[src/rtl/axi_read_arbiter.sv]
`default_nettype none
// ============================================================================
// Module   : axi_read_arbiter
// Purpose  : Two-port AXI4-Lite read arbiter, round-robin, one outstanding read.
// Revision : 1.0 - initial release
// ============================================================================
module axi_read_arbiter #(
  parameter int ADDR_WIDTH = 32,
  parameter int DATA_WIDTH = 32
) (
  input  logic                  clk,
  input  logic                  reset,
  // port 0 (instruction cache)
  input  logic                  s0_arvalid,
  output logic                  s0_arready,
  input  logic [ADDR_WIDTH-1:0] s0_araddr,
  input  logic [2:0]            s0_arprot,
  output logic                  s0_rvalid,
  input  logic                  s0_rready,
  output logic [DATA_WIDTH-1:0] s0_rdata,
  output logic [1:0]            s0_rresp,
  // port 1 (data cache)
  input  logic                  s1_arvalid,
  output logic                  s1_arready,
  input  logic [ADDR_WIDTH-1:0] s1_araddr,
  input  logic [2:0]            s1_arprot,
  output logic                  s1_rvalid,
  input  logic                  s1_rready,
  output logic [DATA_WIDTH-1:0] s1_rdata,
  output logic [1:0]            s1_rresp,
  // memory side
  output logic                  m_arvalid,
  input  logic                  m_arready,
  output logic [ADDR_WIDTH-1:0] m_araddr,
  output logic [2:0]            m_arprot,
  input  logic                  m_rvalid,
  output logic                  m_rready,
  input  logic [DATA_WIDTH-1:0] m_rdata,
  input  logic [1:0]            m_rresp
);

  localparam logic [1:0] IDLE = 2'd0;
  localparam logic [1:0] ADDR = 2'd1;
  localparam logic [1:0] DATA = 2'd2;

  logic [1:0] r_state;
  logic       r_grant;
  logic       r_last;

  logic w_any;
  logic w_win;
  logic w_idle;
  logic w_data;

  assign w_any  = s0_arvalid | s1_arvalid;
  // On a tie the port not served last wins; otherwise the lone requester wins.
  assign w_win  = (s0_arvalid && s1_arvalid) ? ~r_last : s1_arvalid;
  assign w_idle = (r_state == IDLE);
  assign w_data = (r_state == DATA);

  // arready is combinational, so it is also gated by reset to stay low then.
  assign s0_arready = reset && w_idle && s0_arvalid && !w_win;
  assign s1_arready = reset && w_idle && s1_arvalid &&  w_win;

  assign m_arvalid = (r_state == ADDR);
  assign m_rready  = w_data && (r_grant ? s1_rready : s0_rready);

  assign s0_rvalid = w_data && !r_grant && m_rvalid;
  assign s1_rvalid = w_data &&  r_grant && m_rvalid;
  assign s0_rdata  = (w_data && !r_grant) ? m_rdata : '0;
  assign s1_rdata  = (w_data &&  r_grant) ? m_rdata : '0;
  assign s0_rresp  = (w_data && !r_grant) ? m_rresp : 2'b00;
  assign s1_rresp  = (w_data &&  r_grant) ? m_rresp : 2'b00;

  always_ff @(posedge clk or negedge reset) begin
    if (!reset) begin
      r_state  <= IDLE;
      r_grant  <= 1'b0;
      r_last   <= 1'b1;
      m_araddr <= '0;
      m_arprot <= 3'b000;
    end else begin
      case (r_state)
        IDLE: begin
          if (w_any) begin
            m_araddr <= w_win ? s1_araddr : s0_araddr;
            m_arprot <= w_win ? s1_arprot : s0_arprot;
            r_grant  <= w_win;
            r_last   <= w_win;
            r_state  <= ADDR;
          end
        end
        ADDR: begin
          if (m_arready) r_state <= DATA;
        end
        DATA: begin
          if (m_rvalid && m_rready) r_state <= IDLE;
        end
        default: r_state <= IDLE;
      endcase
    end
  end

endmodule
`default_nettype wire

[config.mk]
export PLATFORM = sky130hd
export DESIGN_NAME = axi_read_arbiter
export DESIGN_NICKNAME = d
export VERILOG_FILES = /design/src/rtl/axi_read_arbiter.sv
export SDC_FILE = /design/constraint.sdc
export NUM_CORES = 1
export LEC_CHECK = 0
export CORE_MARGIN = 2
export CORE_UTILIZATION = 34
export DETAILED_ROUTE_END_ITERATION = 10
export GPL_TIMING_DRIVEN = 0
export PLACE_DENSITY = 0.84
export SLEW_MARGIN = 15
export SYNTH_ARGS = -nofsm -noshare
export SYNTH_HDL_FRONTEND = slang
export SYNTH_SLANG_ARGS = --single-unit
[constraint.sdc]
create_clock -name clk -period 5.1 [get_ports clk]
set_input_delay 1.02 -clock clk [delete_from_list [all_inputs] [get_ports clk]]
set_output_delay 1.02 -clock clk [all_outputs]
set_load 0.02 [all_outputs]
==> impl_metrics.toml <==
[worst_setup_path]
cp_data_required_time_ps = 4080
crit_chain = "clkdlybuf4s50_1 > a21bo_1 > buf_6 > buf_6 > nor3_1 > and2_1 > clkdlybuf4s50_1"
cp_top_family = "buffers and inverters"
crit_type = "primary input to output pin"
cp.depth = 7
cp.arrival_ps = 3020
crit_fanout = 10
slowest_stage = "clkdlybuf4s50_1"
critPathCaptureType = "output pin"
critPathMaxStageDelay_ps = 610
startpoint_type = "primary input"
worst-path-buf-inv = 4
reg2regPathDepth = 5

[die]
num_rows = 31
core-area_mm2 = 0.00721
die_w_um = 90.0
io_pins = 221
initial_core_util_pct = 34.8
die_y_um = 90.0
dieArea_mm2 = 0.00810

[cts]
cts_tree = "built"
cts_resized = 0
clk_path_buf_depth = 2
numCtsBuffers = 5
clkTransAtPathRegs_ps = 70
postCtsSetupBuffers = 0
root_buffer = "clkbuf_8"
clkLatencyLatePin_ps = 280
ctsHoldBuffers = 0
clkSinkCount = 39
htreeDepth = 2

[placement]
place_hpwl_mm = 6.95
io_buffers = 220
place_congestion = 0.739

[power_and_ir_drop]
p_per_area_mw_per_mm2 = 440
power_mw = 2.20
p_leak_nw = 2.08
peakVddDrop_mv = 0.160

[layout]
layout_commonest_cell = "clkdlybuf4s50_1"
n_fill_cell = 581
diodes = 0
area_growth_pct = 98.4
final_cell_mix = "clkdlybuf4s50_1, and2_1, mux2_2"
drive_gt1_share_pct = 19.9
utilization_pct = 69.1
num-nets-final = 553

[global_route]
globalRouteOverflowTotal = 0
gr-usage-all-layers_pct = 20.0
grt_pass1_wl_mm = 13.2
grt_max_degree = 26
grt_pass1_vias = 2568
antenna_found_initial = 0

[timing]
hold_violations = 0
final_max_slew_viol_count = 0
tns_ps = 0
min_period_over_period_pct = 79.3
finalCriticalPeriod_ps = 4040
grt_setup_unrepaired = "no"
setup_viol = 0
finClkSkew_ps = 8.30
relSlewSlack_pct = 67.0
tightest_slew_ps = 496
fmax_ghz = 0.247

[drt]
dr_total_vias = 2418
drt-total-wl_mm = 8.12
first_pass_iters = 4
ant_nets = 0
detail_route.vias_per_cell = 4.47
drc_errors = 0
routedWlPerCell_um = 15.0
drt-initial-drc-count = 36

[logic_synthesis]
synth_seq_area_share_pct = 38.9
yosys_warnings = 0
avgSynthCellArea_um2 = 11.8
synthesis.area_mm2 = 0.00251
syn_inst = 213
syn-num-nets = 325
yosys_register_bits = 39
synthDistinctLibCells = 22

[min_path]
hold_depth = 1
worstHoldPathType = "flip-flop to flip-flop"

[run]
drv_cap = 0

[outcome]
status = "complete, no violations"
-- logic make-up (layout without fill, tap and decap cells) --
group / after synthesis / in the layout / share of synthesized area [%]
compound gates: 7 / 7 / 1.89
buf+inv: 15 / 244 / 3.58
flops: 39 / 39 / 38.9
mux: 71 / 71 / 35.9
simple gates: 81 / 81 / 19.7
-- report_power, final --
group / switching, mW / leakage (nW) / total (mW) / internal [mW]
registers: 0.0794 / 0.457 / 0.552 / 0.472
logic: 0.608 / 1.56 / 1.35 / 0.738
clock network: 0.102 / 0.0654 / 0.298 / 0.196
total: 0.790 / 2.08 / 2.20 / 1.41
-- worst reg2reg max path: cells and delay by family (launching register included) --
family / cells / cell delay (ps)
flops: 1 / 540
mux: 2 / 590
compound gates: 1 / 120
buf+inv: 2 / 360
-- per-stage QoR --
stage | std cells | hold WS, ps | instance area, um^2 | setup WS [ps]
2_1_floorplan | 213 | 505 | 2510 | 2180
3_3_place_gp | 532 | 486 | 4840 | 241
3_5_place_dp | 533 | 492 | 4850 | 1050
4_1_cts | 541 | 508 | 4990 | 1050
5_1_grt | 541 | 518 | 4990 | 952
6_report | 541 | 505 | 4990 | 1060
-- registers in the layout, summed over array words and instances, names as in the netlist --
register,count
r_last,1
r_grant,1
m_araddr,32
m_arprot,3
r_state,2
-- area by class of cell --
class,count,area [um^2],share of cell area [%]
Timing Repair Buffer,221,2220,44.5
Multi-Input combinational cell,159,1450,29.0
Sequential cell,39,977,19.6
Tap cell,99,124,2.48
Buffer,13,82.6,1.66
Clock buffer,6,72.6,1.46
Clock inverter,2,60.1,1.20
Inverter,2,7.51,0.151
-- cell usage after synthesis (all sizes together) --
cell / n / area, um^2
and2: 71 / 444
nor2b: 1 / 6.26
buf: 7 / 60.1
dfrtp: 38 / 951
a21bo: 1 / 10.0
dfstp: 1 / 26.3
nand2b: 2 / 12.5
nand2: 1 / 3.75
and4: 1 / 8.76
mux2: 70 / 893
a31oi: 1 / 6.26
a21o: 1 / 7.51
a21oi: 1 / 5.00
mux2i: 1 / 10.0
o21ai: 3 / 18.8
nor3: 1 / 5.00
nor2: 4 / 15.0
clkbuf: 6 / 22.5
inv: 2 / 7.51
-- metal layers --
metal  vias up  part of all wire (%)  track usage (%)
met3        15                    10             7.46
met1      1091                    35             20.0
li1       1173                     -                -
met4         0                   2.1             6.28
met2       139                    53             38.3
met5         -                     0                0
-- path summary, 6_finish.rpt --
kind,startpoint,slack (ps),end
worst max-delay path,s1_arvalid,1060,s1_arready
worst max register to register,r_last$_DFFE_PN1P_,3390,m_araddr[11]$_DFFE_PN0P_
worst min-delay path,m_araddr[17]$_DFFE_PN0P_,510,m_araddr[17]$_DFFE_PN0P_
max in group asynchronous,reset,3980,m_araddr[17]$_DFFE_PN0P_
worst min register to register,m_araddr[17]$_DFFE_PN0P_,510,m_araddr[17]$_DFFE_PN0P_
min in group asynchronous,reset,650,m_araddr[1]$_DFFE_PN0P_
No activity file was read; power rests on OpenSTA's default activity.
